### src/rtl/int_controller_pkg.sv
// int_controller_pkg
// Shared definitions for the platform interrupt controller:
//   - INT_CODE_WIDTH default (code = source index + 1, 0 = none)
//   - config register word addresses
//   - FSM state encoding
// Optional feature macro used by the controller: INT_CTRL_EDGE_EN
`ifndef INT_CODE_WIDTH
`define INT_CODE_WIDTH 5
`endif

package int_controller_pkg;

  localparam int CODE_W_DEF = `INT_CODE_WIDTH;

  localparam logic [5:0] PRIO_BASE  = 6'h00;
  localparam logic [5:0] EN_ADDR    = 6'h20;
  localparam logic [5:0] THR_ADDR   = 6'h21;
  localparam logic [5:0] PEND_ADDR  = 6'h22;
  localparam logic [5:0] CLAIM_ADDR = 6'h23;

  typedef enum logic [1:0] {
    ST_IDLE,
    ST_PEND,
    ST_SERVICE
  } state_t;

endpackage

### src/rtl/int_controller_if.sv
// int_controller_if
// Bundles the peripheral request lines, the config bus and the CSR-file
// claim/complete handshake of the interrupt controller.
//   master : peripherals + core side (drives requests, config, claim/complete)
//   slave  : the controller (drives cfg_rdata, int_code, claim_code)
interface int_controller_if
  import int_controller_pkg::*;
#(
  parameter int NUM_SRC = 8,
  parameter int CODE_W  = CODE_W_DEF
);

  logic [NUM_SRC-1:0] src_irq;
  logic               cfg_we;
  logic [5:0]         cfg_addr;
  logic [31:0]        cfg_wdata;
  logic [31:0]        cfg_rdata;
  logic [CODE_W-1:0]  int_code;
  logic               claim;
  logic [CODE_W-1:0]  claim_code;
  logic               complete;
  logic [CODE_W-1:0]  complete_code;

  modport master (
    output src_irq, cfg_we, cfg_addr, cfg_wdata, claim, complete, complete_code,
    input  cfg_rdata, int_code, claim_code
  );

  modport slave (
    input  src_irq, cfg_we, cfg_addr, cfg_wdata, claim, complete, complete_code,
    output cfg_rdata, int_code, claim_code
  );

endinterface

### src/rtl/int_prio_sel.sv
// int_prio_sel
// Combinational max-priority selector over the eligible sources.
// Ports:
//   i_elig  : eligible vector, one bit per source
//   i_prio  : per-source priority
//   o_valid : at least one source is eligible
//   o_idx   : index of the winner (highest priority, lowest index on a tie)
module int_prio_sel #(
  parameter int NUM_SRC = 8,
  parameter int PRIO_W  = 3,
  parameter int CODE_W  = 5
) (
  input  logic [NUM_SRC-1:0][PRIO_W-1:0] i_prio,
  input  logic [NUM_SRC-1:0]             i_elig,
  output logic                           o_valid,
  output logic [CODE_W-1:0]              o_idx
);

  logic [PRIO_W-1:0] w_best;

  // Scanning upward and replacing only on a strictly greater priority
  // leaves the lowest index in place when priorities tie.
  always_comb begin
    o_valid = 1'b0;
    o_idx   = '0;
    w_best  = '0;
    for (int i = 0; i < NUM_SRC; i++) begin
      if (i_elig[i] && (!o_valid || (i_prio[i] > w_best))) begin
        o_valid = 1'b1;
        o_idx   = CODE_W'(i);
        w_best  = i_prio[i];
      end
    end
  end

endmodule

### src/rtl/int_controller.sv
// int_controller
// Platform interrupt arbiter: latches per-source requests, filters them by
// enable mask / priority / threshold, offers the winner code to the CSR file
// and sequences claim/complete so each request is serviced once.
// Ports:
//   clk, rst : clock, synchronous active-high reset
//   bus      : int_controller_if.slave (requests, config bus, claim/complete)
// Macro INT_CTRL_EDGE_EN: when defined the gateway latches on 0->1 edges of
// src_irq; otherwise it is level-sensitive.
module int_controller
  import int_controller_pkg::*;
#(
  parameter int NUM_SRC = 8,
  parameter int PRIO_W  = 3,
  parameter int CODE_W  = CODE_W_DEF
) (
  input logic             clk,
  input logic             rst,
  int_controller_if.slave bus
);

  logic [NUM_SRC-1:0][PRIO_W-1:0] r_prio;
  logic [NUM_SRC-1:0]             r_en;
  logic [PRIO_W-1:0]              r_thr;
  logic [NUM_SRC-1:0]             r_pending;
  logic [CODE_W-1:0]              r_int_code;
  logic [CODE_W-1:0]              r_claim_code;
  state_t                         r_state;

  state_t                         w_state_nxt;
  logic [CODE_W-1:0]              w_int_code_nxt;
  logic [CODE_W-1:0]              w_claim_code_nxt;
  logic [NUM_SRC-1:0]             w_clr;
  logic [NUM_SRC-1:0]             w_set;
  logic [NUM_SRC-1:0]             w_elig;
  logic                           w_win_valid;
  logic [CODE_W-1:0]              w_win_idx;
  logic [CODE_W-1:0]              w_win_code;
  logic [31:0]                    w_rdata;
  logic                           w_unused_wdata;

  assign w_unused_wdata = &{1'b0, bus.cfg_wdata};

  // Config registers; pending and claim_code are read-only views.
  always_ff @(posedge clk) begin
    if (rst) begin
      r_prio <= '0;
      r_en   <= '0;
      r_thr  <= '0;
    end else if (bus.cfg_we) begin
      if (bus.cfg_addr == EN_ADDR)  r_en  <= bus.cfg_wdata[NUM_SRC-1:0];
      if (bus.cfg_addr == THR_ADDR) r_thr <= bus.cfg_wdata[PRIO_W-1:0];
      for (int i = 0; i < NUM_SRC; i++) begin
        if (bus.cfg_addr == PRIO_BASE + 6'(i)) r_prio[i] <= bus.cfg_wdata[PRIO_W-1:0];
      end
    end
  end

  always_comb begin
    w_rdata = '0;
    if (bus.cfg_addr == EN_ADDR)         w_rdata = 32'(r_en);
    else if (bus.cfg_addr == THR_ADDR)   w_rdata = 32'(r_thr);
    else if (bus.cfg_addr == PEND_ADDR)  w_rdata = 32'(r_pending);
    else if (bus.cfg_addr == CLAIM_ADDR) w_rdata = 32'(r_claim_code);
    else begin
      for (int i = 0; i < NUM_SRC; i++) begin
        if (bus.cfg_addr == PRIO_BASE + 6'(i)) w_rdata = 32'(r_prio[i]);
      end
    end
  end

  assign bus.cfg_rdata = w_rdata;

`ifdef INT_CTRL_EDGE_EN
  logic [NUM_SRC-1:0] r_prev;

  always_ff @(posedge clk) begin
    if (rst) r_prev <= '0;
    else     r_prev <= bus.src_irq;
  end

  // A rising edge seen while the source is in service is simply lost.
  always_comb begin
    w_set = '0;
    for (int i = 0; i < NUM_SRC; i++) begin
      w_set[i] = bus.src_irq[i] && !r_prev[i] && (r_claim_code != CODE_W'(i + 1));
    end
  end
`else
  always_comb begin
    w_set = '0;
    for (int i = 0; i < NUM_SRC; i++) begin
      w_set[i] = bus.src_irq[i] && (r_claim_code != CODE_W'(i + 1));
    end
  end
`endif

  // Clear beats set so a claim racing a new request leaves the bit low.
  always_ff @(posedge clk) begin
    if (rst) r_pending <= '0;
    else     r_pending <= (r_pending | w_set) & ~w_clr;
  end

  always_comb begin
    w_elig = '0;
    for (int i = 0; i < NUM_SRC; i++) begin
      w_elig[i] = r_pending[i] && r_en[i] && (r_prio[i] > r_thr);
    end
  end

  int_prio_sel #(
    .NUM_SRC (NUM_SRC),
    .PRIO_W  (PRIO_W),
    .CODE_W  (CODE_W)
  ) u_prio_sel (
    .i_prio  (r_prio),
    .i_elig  (w_elig),
    .o_valid (w_win_valid),
    .o_idx   (w_win_idx)
  );

  assign w_win_code = w_win_idx + CODE_W'(1);

  always_ff @(posedge clk) begin
    if (rst) begin
      r_state      <= ST_IDLE;
      r_int_code   <= '0;
      r_claim_code <= '0;
    end else begin
      r_state      <= w_state_nxt;
      r_int_code   <= w_int_code_nxt;
      r_claim_code <= w_claim_code_nxt;
    end
  end

  // In PEND the offered code is always nonzero, so a claim there always
  // maps onto exactly one pending bit to clear.
  always_comb begin
    w_state_nxt      = r_state;
    w_int_code_nxt   = r_int_code;
    w_claim_code_nxt = r_claim_code;
    w_clr            = '0;
    case (r_state)
      ST_IDLE: begin
        w_int_code_nxt = '0;
        if (w_win_valid) begin
          w_int_code_nxt = w_win_code;
          w_state_nxt    = ST_PEND;
        end
      end
      ST_PEND: begin
        if (bus.claim) begin
          w_claim_code_nxt = r_int_code;
          w_int_code_nxt   = '0;
          w_state_nxt      = ST_SERVICE;
          for (int i = 0; i < NUM_SRC; i++) begin
            if (r_int_code == CODE_W'(i + 1)) w_clr[i] = 1'b1;
          end
        end else if (w_win_valid) begin
          w_int_code_nxt = w_win_code;
        end else begin
          w_int_code_nxt = '0;
          w_state_nxt    = ST_IDLE;
        end
      end
      ST_SERVICE: begin
        w_int_code_nxt = '0;
        if (bus.complete && (bus.complete_code == r_claim_code)) begin
          w_claim_code_nxt = '0;
          w_state_nxt      = ST_IDLE;
        end
      end
      default: begin
        w_state_nxt    = ST_IDLE;
        w_int_code_nxt = '0;
      end
    endcase
  end

  assign bus.int_code   = r_int_code;
  assign bus.claim_code = r_claim_code;

endmodule
### src/flat_wrapper.sv
// flat-port wrapper written by rule: the top's interface ports become plain ports
module int_controller_flat import int_controller_pkg::*;
#(
  parameter int NUM_SRC = 8,
  parameter int PRIO_W  = 3,
  parameter int CODE_W  = CODE_W_DEF
)
  (clk, rst, bus_src_irq, bus_cfg_we, bus_cfg_addr, bus_cfg_wdata, bus_claim, bus_complete, bus_complete_code, bus_cfg_rdata, bus_int_code, bus_claim_code);
  int_controller_if #(.NUM_SRC(NUM_SRC), .CODE_W(CODE_W)) bus_i ();
  input logic clk;
  input logic rst;
  input wire logic [$bits(bus_i.src_irq)-1:0] bus_src_irq;
  input wire logic [$bits(bus_i.cfg_we)-1:0] bus_cfg_we;
  input wire logic [$bits(bus_i.cfg_addr)-1:0] bus_cfg_addr;
  input wire logic [$bits(bus_i.cfg_wdata)-1:0] bus_cfg_wdata;
  input wire logic [$bits(bus_i.claim)-1:0] bus_claim;
  input wire logic [$bits(bus_i.complete)-1:0] bus_complete;
  input wire logic [$bits(bus_i.complete_code)-1:0] bus_complete_code;
  output wire logic [$bits(bus_i.cfg_rdata)-1:0] bus_cfg_rdata;
  output wire logic [$bits(bus_i.int_code)-1:0] bus_int_code;
  output wire logic [$bits(bus_i.claim_code)-1:0] bus_claim_code;
  assign bus_i.src_irq = bus_src_irq;
  assign bus_i.cfg_we = bus_cfg_we;
  assign bus_i.cfg_addr = bus_cfg_addr;
  assign bus_i.cfg_wdata = bus_cfg_wdata;
  assign bus_i.claim = bus_claim;
  assign bus_i.complete = bus_complete;
  assign bus_i.complete_code = bus_complete_code;
  assign bus_cfg_rdata = bus_i.cfg_rdata;
  assign bus_int_code = bus_i.int_code;
  assign bus_claim_code = bus_i.claim_code;
  int_controller #(.NUM_SRC(NUM_SRC), .PRIO_W(PRIO_W), .CODE_W(CODE_W)) u_core (.clk(clk), .rst(rst), .bus(bus_i));
endmodule
### config.mk
export PLATFORM = sky130hd
export DESIGN_NAME = int_controller_flat
export DESIGN_NICKNAME = d
export VERILOG_FILES = /design/src/rtl/int_controller_pkg.sv /design/src/rtl/int_controller_if.sv /design/src/rtl/int_prio_sel.sv /design/src/rtl/int_controller.sv /design/src/flat_wrapper.sv
export SDC_FILE = /design/constraint.sdc
export NUM_CORES = 1
export LEC_CHECK = 0
export ABC_AREA = 1
export BUFFER_PORTS_ARGS = -buffer_cell sky130_fd_sc_hd__buf_2
export CORE_ASPECT_RATIO = 2
export CORE_MARGIN = 2
export CORE_UTILIZATION = 36
export CTS_BUF_LIST = sky130_fd_sc_hd__clkbuf_2 sky130_fd_sc_hd__clkbuf_4 sky130_fd_sc_hd__clkbuf_8
export DETAILED_ROUTE_END_ITERATION = 16
export PLACE_DENSITY = 0.56
export SLEW_MARGIN = 30
export SYNTH_ARGS = -nofsm -noshare
export SYNTH_HDL_FRONTEND = slang
export SYNTH_SLANG_ARGS = --single-unit
### constraint.sdc
create_clock -name clk -period 19.5 [get_ports clk]
set_clock_uncertainty 0.15 [all_clocks]
set_input_delay 3.9 -clock clk [delete_from_list [all_inputs] [get_ports clk]]
set_output_delay 3.9 -clock clk [all_outputs]
set_load 0.05 [all_outputs]
Yosys cells after proc, flatten, opt, wreduce, memory -nomap -nowiden
Cells that the tools add are included.
{ "word_totals": {"regBits": 55, "output_inout_bits": 42, "input_bits": 56, "wordCells": 183} }
{ "classes": {"n_eq_ne": 34, "muxes": 55, "n_lt_le_gt_ge": 15, "add_sub_neg": 1, "n_reduce_logical": 61, "n_bitwise": 3} }
{ "ops": {"columns": ["op", "count"], "rows": [
  ["two-way mux 32 bit", 4],
  ["two-way mux 5 bit", 10],
  ["greater-than comparator 3 bit", 15],
  ["two-way mux 3 bit", 15],
  ["logical AND 1 bit", 32],
  ["== test 6 x 3 -> 1 bit, second input constant", 4],
  ["== test 6 bit, second input constant", 4],
  ["== test 5 x 3 -> 1 bit, second input constant", 4],
  ["!= test 5 x 3 -> 1 bit, second input constant", 4],
  ["case mux 5 bit (2 select lines)", 2],
  ["AND reduction 2 bit", 10],
  ["two-way mux 1 bit", 17],
  ["two-way mux 8 bit", 2],
  ["== test 6 x 2 -> 1 bit, second input constant", 2],
  ["== test 5 x 2 -> 1 bit, second input constant", 2],
  ["!= test 5 x 2 -> 1 bit, second input constant", 2],
  ["bitwise AND 8 bit", 1],
  ["two-way mux 2 bit", 4],
  ["inverter 8 bit", 1],
  ["bitwise OR 8 bit", 1],
  ["zero test 1 bit", 7],
  ["logical OR 1 bit", 7],
  ["== test 6 x 1 -> 1 bit, second input constant", 1],
  ["zero test 6 bit", 1],
  ["other kinds (15)", 17]
]} }

Logic depth before layout (Yosys ltp)
{ "logic_depth": {"ltp_word": 35, "mapped_depth": 74, "depth_no_buf": 74} }

Modules after synthesis
A second synthesis with hierarchy kept.
{ "unflattened": {"hier_cells": 657, "hier_area_um2": 4416.7} }
{ "by_module_without_submodules": {"columns": ["mod", "n_inst", "seq_area_each_um2", "cells_per_inst", "area_per_inst_um2"], "rows": [
  ["int_controller", 1, 1101.1, 483, 3462.1],
  ["int_prio_sel", 1, 0.0, 174, 954.7]
]} }

Worst setup path after synthesis
OpenSTA, ideal clock, no wires.
{ "synth_timing": {"path_kind": "input port to output port", "startpoint": "input port bus_cfg_addr[1]", "endpoint": "output port bus_cfg_rdata[5]", "stages": 5, "slack_ns": 9.910, "arrival_time_ns": 5.540, "path_buffers": 0, "required_time_ns": 15.450, "path_cell_list": "nor2_1 -> nand2_1 -> nor2_4 -> inv_1 -> o21ai_0"} }
{ "synth_via": {"elab_chain_cells": 4, "word_cells_on_any_way": 6, "classes_between": "eq/ne (3); mux (3)"} }
{ "synth_rtl": {"columns": ["element", "line_no", "source"], "rows": [
  ["start, declared", "flat_wrapper.sv:14", "input wire logic [$bits(bus_i.cfg_addr)-1:0] bus_cfg_addr;"],
  ["== test 6 bit", "int_controller.sv:63", "else if (bus.cfg_addr == PEND_ADDR) w_rdata = 32'(r_pending);"],
  ["two-way mux 32 bit", "int_controller.sv:63", null],
  ["two-way mux 32 bit", "int_controller.sv:62", "else if (bus.cfg_addr == THR_ADDR) w_rdata = 32'(r_thr);"],
  ["two-way mux 32 bit *", "int_controller.sv:61", "if (bus.cfg_addr == EN_ADDR) w_rdata = 32'(r_en);"],
  ["end, declared", "flat_wrapper.sv:19", "output wire logic [$bits(bus_i.cfg_rdata)-1:0] bus_cfg_rdata;"]
]} }
Mark *: on every way between the ends. The rest lies on a longest branch, timed or not.

Worst setup path after layout
{ "layout_timing": {"startpoint": "input port bus_cfg_addr[1]", "endpoint": "output port bus_cfg_rdata[1]"} }
{ "layout_via": {"elab_chain_cells": 13, "word_cells_on_any_way": 24, "classes_between": "eq/ne (11); mux (12); reduce/logical (1)"} }
{ "layout_rtl": {"columns": ["element", "line_no", "source"], "rows": [
  ["zero test 6 bit", "int_controller.sv:67", "if (bus.cfg_addr == PRIO_BASE + 6'(i)) w_rdata = 32'(r_prio[i]);"],
  ["two-way mux 3 bit (8 in a row)", "int_controller.sv:67", null],
  ["two-way mux 32 bit", "int_controller.sv:64", "else if (bus.cfg_addr == CLAIM_ADDR) w_rdata = 32'(r_claim_code);"],
  ["two-way mux 32 bit", "int_controller.sv:63", null],
  ["two-way mux 32 bit", "int_controller.sv:62", null],
  ["two-way mux 32 bit *", "int_controller.sv:61", null]
]} }
Marks and branches as above.

==> impl_results.md <==
* Layout Nets at 780
* Total grt overflow at 0
* Final HPWL DP at 10.9 mm
* TritonCTS clock tree: built
* Core ar. at 11400 um^2
* First-pass GRT wire length at 21.2 mm
* Clock Power Share at 0.321
* DR WL/cell at 16.0 um
* Final Hold Violating Endpoints at 0
* Pleak at 2.23 nW
* Final setup TNS at 0 ns
* Worst hold path class: register to register
* Most common flop cell mapped by yosys: dfxtp_1
* Netlist cell types at 37
* CTS Root Cell: clkbuf_8
* Die span in x at 80.5 um
* Most Crowded Layer GR: met2
* Clk slew on worst S/H paths at 0.10 ns
* Power Density at 44.9 nW/um^2
* Vias in the first global route at 4221
* Syn Inst Count at 632
* Peak VDD IR at 0.0415 mV
* Number of DRC markers in iteration 0 at 172
* Port buffer count at 47
* DRC Markers at 0
* Cell breakdown of the critical path: buf_2, nand2_1, nor4_1, a21oi_1, o2111ai_1, nand2_1, nand4_1, buf_2
* Hold path endpoint: u_core.r_en[5]
* Worst-Skew Late Latency at 0.32 ns
* I/O pin count at 98
* Crit Path Class: input port to primary output
* RR Startpoint: u_core.r_thr[2]
* DIE AREA at 12600 um^2
* Slew HR at 0.371
* FF-to-FF path depth at 73
* Hold path cells at 2
* GR Util All Layers at 0.220
* Power consumption at 0.000206 W
* Post-synth EDFFs at 0
* MaxCap Viol Count at 0
* Post-CTS setup buffers at 0
* Num CTS Buffers at 5
* Post-DRT Antenna Nets at 0
* Status: finished, final reports clean
* Met1 GRT Util at 0.198
* Initial antenna violation count at 0
* Via count at 4218
* CTS sink count at 53
* Clock Tree Buf Depth at 2
* Area added between synthesis and finish at 8.91%
* CP Data Required Time at 15.45 ns
* Least-Margin Pin Slew at 0.935 ns
* Int Power at 0.000142 W
* Max FO, Critical Path at 5
* Avg Inst Size Synth at 6.67 um^2
* Hold-fix buffers, CTS at 0
* H-tree depth at 2
* Switching Fraction at 0.312
* Avg Vias per Cell at 5.14
* CP arrival at 5.58 ns
* Crit path time final at 9.63 ns
* Slowest library cell on the worst path: nor4_1
* Fraction of registers with async set/reset at 0
* DRT Pass-1 Iters at 5
* Comb power frac at 0.136
* Layout cells sized above 1 at 0.119
* Non-filler cells, final at 821
* Die height at 157 um
* Crit-path max cell delay at 0.77 ns
* N_diodes at 0
* Crit end category: primary output
* Yosys reg bits at 53
* RSZ-0062 raised after global routing: no
* GR met3 Demand/Resource at 0.0183
* Largest net degree at the start of global routing at 37
* Register area share after synthesis at 0.252
* Nature of the critical path startpoint: input port
* Post-Syn Area at 4210 um^2
* CTS resizes at 0
* Routed wire length at 13.2 mm
* Setup violators final at 0
* R2r endpoint: u_core.bus.int_code[2]
* GPL Wtd Cong at 0.866
* NetSw at 0.0000643 W
* Initial Util at 0.371
* Final max-slew violation count at 0
* Part of the cycle the worst path needs at 0.494
* YS warnings at 0
* Sequential group share of total power at 0.543
* Placed cells at 813
* Flop2flop setup slack at 9.99 ns
* HP Start: u_core.r_en[5]
* Grt met2 use at 0.454
* Finished Core Util at 0.404
* F_max at 0.104 GHz
* Rows at 55
## metal layers
metal | vias to the layer above | part of all wire
li1 | 2137 | -
met1 | 1930 | 0.34
met2 | 120 | 0.59
met3 | 31 | 0.031
met4 | 0 | 0.043
met5 | - | 0
## kinds of logic (layout without fill, tap and decap cells)
group                      count (synthesis)  after routing  synth area share
AOI/OAI and AO/OA                        122            122             0.165
xor gates and xnor gates                   1              1           0.00208
adders and majority gates                 46             46             0.137
buffers and inverters                    118            140             0.128
DFF                                       53             53             0.252
other                                      1             26          0.000890
and+or+nand+nor                          291            291             0.315
## layout by cell type, fill, tap and decap left out, types with 4 or more instances in the layout
cell,synthesis,final
nand4_1,10,10
buf_2,0,47
and2_1,9,9
ha_1,46,46
inv_2,4,4
nand2_4,4,4
inv_1,80,80
clkbuf_8,0,5
conb_1,1,26
nor3_1,5,5
dfxtp_1,53,53
a21oi_1,51,51
a211oi_1,8,8
nand3_1,49,49
nand2_1,116,116
o21ai_0,47,47
nand2_2,6,6
nor2_1,76,76
## area by class of cell
class / count / area, um^2
Clock buffer: 5 / 68.8
Inverter: 85 / 319
Sequential cell: 53 / 1060
Timing Repair Buffer: 47 / 235
Fill cell: 1248 / 6770
Multi-Input combinational cell: 486 / 2710
Clock inverter: 3 / 21.3
Tap cell: 142 / 178
## how the worst max path moves through the flow
stage	start	end	slack, ns	depth (start not counted)
final	bus_cfg_addr[1]	bus_cfg_rdata[1]	9.87	8
after global routing	u_core.r_thr[2]	u_core.bus.int_code[2]	8.85	73
after CTS	bus_cfg_addr[0]	bus_cfg_rdata[1]	9.88	8
after detailed placement	bus_cfg_addr[0]	bus_cfg_rdata[1]	9.89	8
after global placement	bus_cfg_addr[0]	bus_cfg_rdata[1]	9.92	8
after floorplan	bus_cfg_addr[1]	bus_cfg_rdata[5]	9.91	5
## power by group through the flow
stage	Clock [W]	Combinational, W	Sequential (W)
finish	0.0000662	0.0000281	0.000112
global route	0.0000700	0.0000308	0.000112
CTS	0.0000671	0.0000278	0.000112
detailed placement	0	0.0000278	0.000114
global placement	0	0.0000273	0.000114
floorplan	0	0.0000253	0.000113
## worst max-delay path: cells and delay by family
family / cells / cell delay (ns)
AND/OR/NAND/NOR: 4 / 1.04
buffers and inverters: 2 / 0.40
AO/OA/AOI/OAI: 2 / 0.23
## synth_stat cells (2+ instances only)
cell / count / area (um^2)
nor4_1: 3 / 18.8
a22oi_1: 3 / 22.5
nor2_2: 2 / 12.5
nand3_1: 49 / 245
o211ai_1: 3 / 22.5
inv_2: 4 / 15.0
buf_1: 3 / 11.3
o21ai_0: 47 / 235
ha_1: 46 / 576
nand4_1: 10 / 62.6
nand3b_1: 3 / 22.5
nand2_1: 116 / 435
nand3_2: 3 / 30.0
nor3_1: 5 / 25.0
nor2_1: 76 / 285
a21oi_4: 2 / 32.5
clkbuf_1: 4 / 15.0
dfxtp_1: 53 / 1060
nand2_2: 6 / 37.5
a21oi_1: 51 / 255
nor2_4: 3 / 33.8
nand2_4: 4 / 45.0
a22o_1: 3 / 26.3
and2_1: 9 / 56.3
inv_1: 80 / 300
a211oi_1: 8 / 60.1
buf_4: 26 / 195
## sequential cells by signal, indices dropped and copies added (netlist names)
signal                 count
u_core.r_prio             24
u_core.r_en                8
u_core.r_pending           8
u_core.bus.claim_code      4
u_core.bus.int_code        4
u_core.r_thr               3
u_core.r_state             2
## metrics by stage
stage / area [um^2] / setup WS (ns) / hold WS [ns]
3_5_place_dp: 4500 / 9.89 / 0.338
5_1_grt: 4590 / 8.85 / 0.382
2_1_floorplan: 4310 / 9.91 / 0.290
4_1_cts: 4590 / 9.88 / 0.353
6_report: 4590 / 9.87 / 0.354
3_3_place_gp: 4500 / 9.92 / 0.327
No activity file was read; power rests on OpenSTA's default activity.
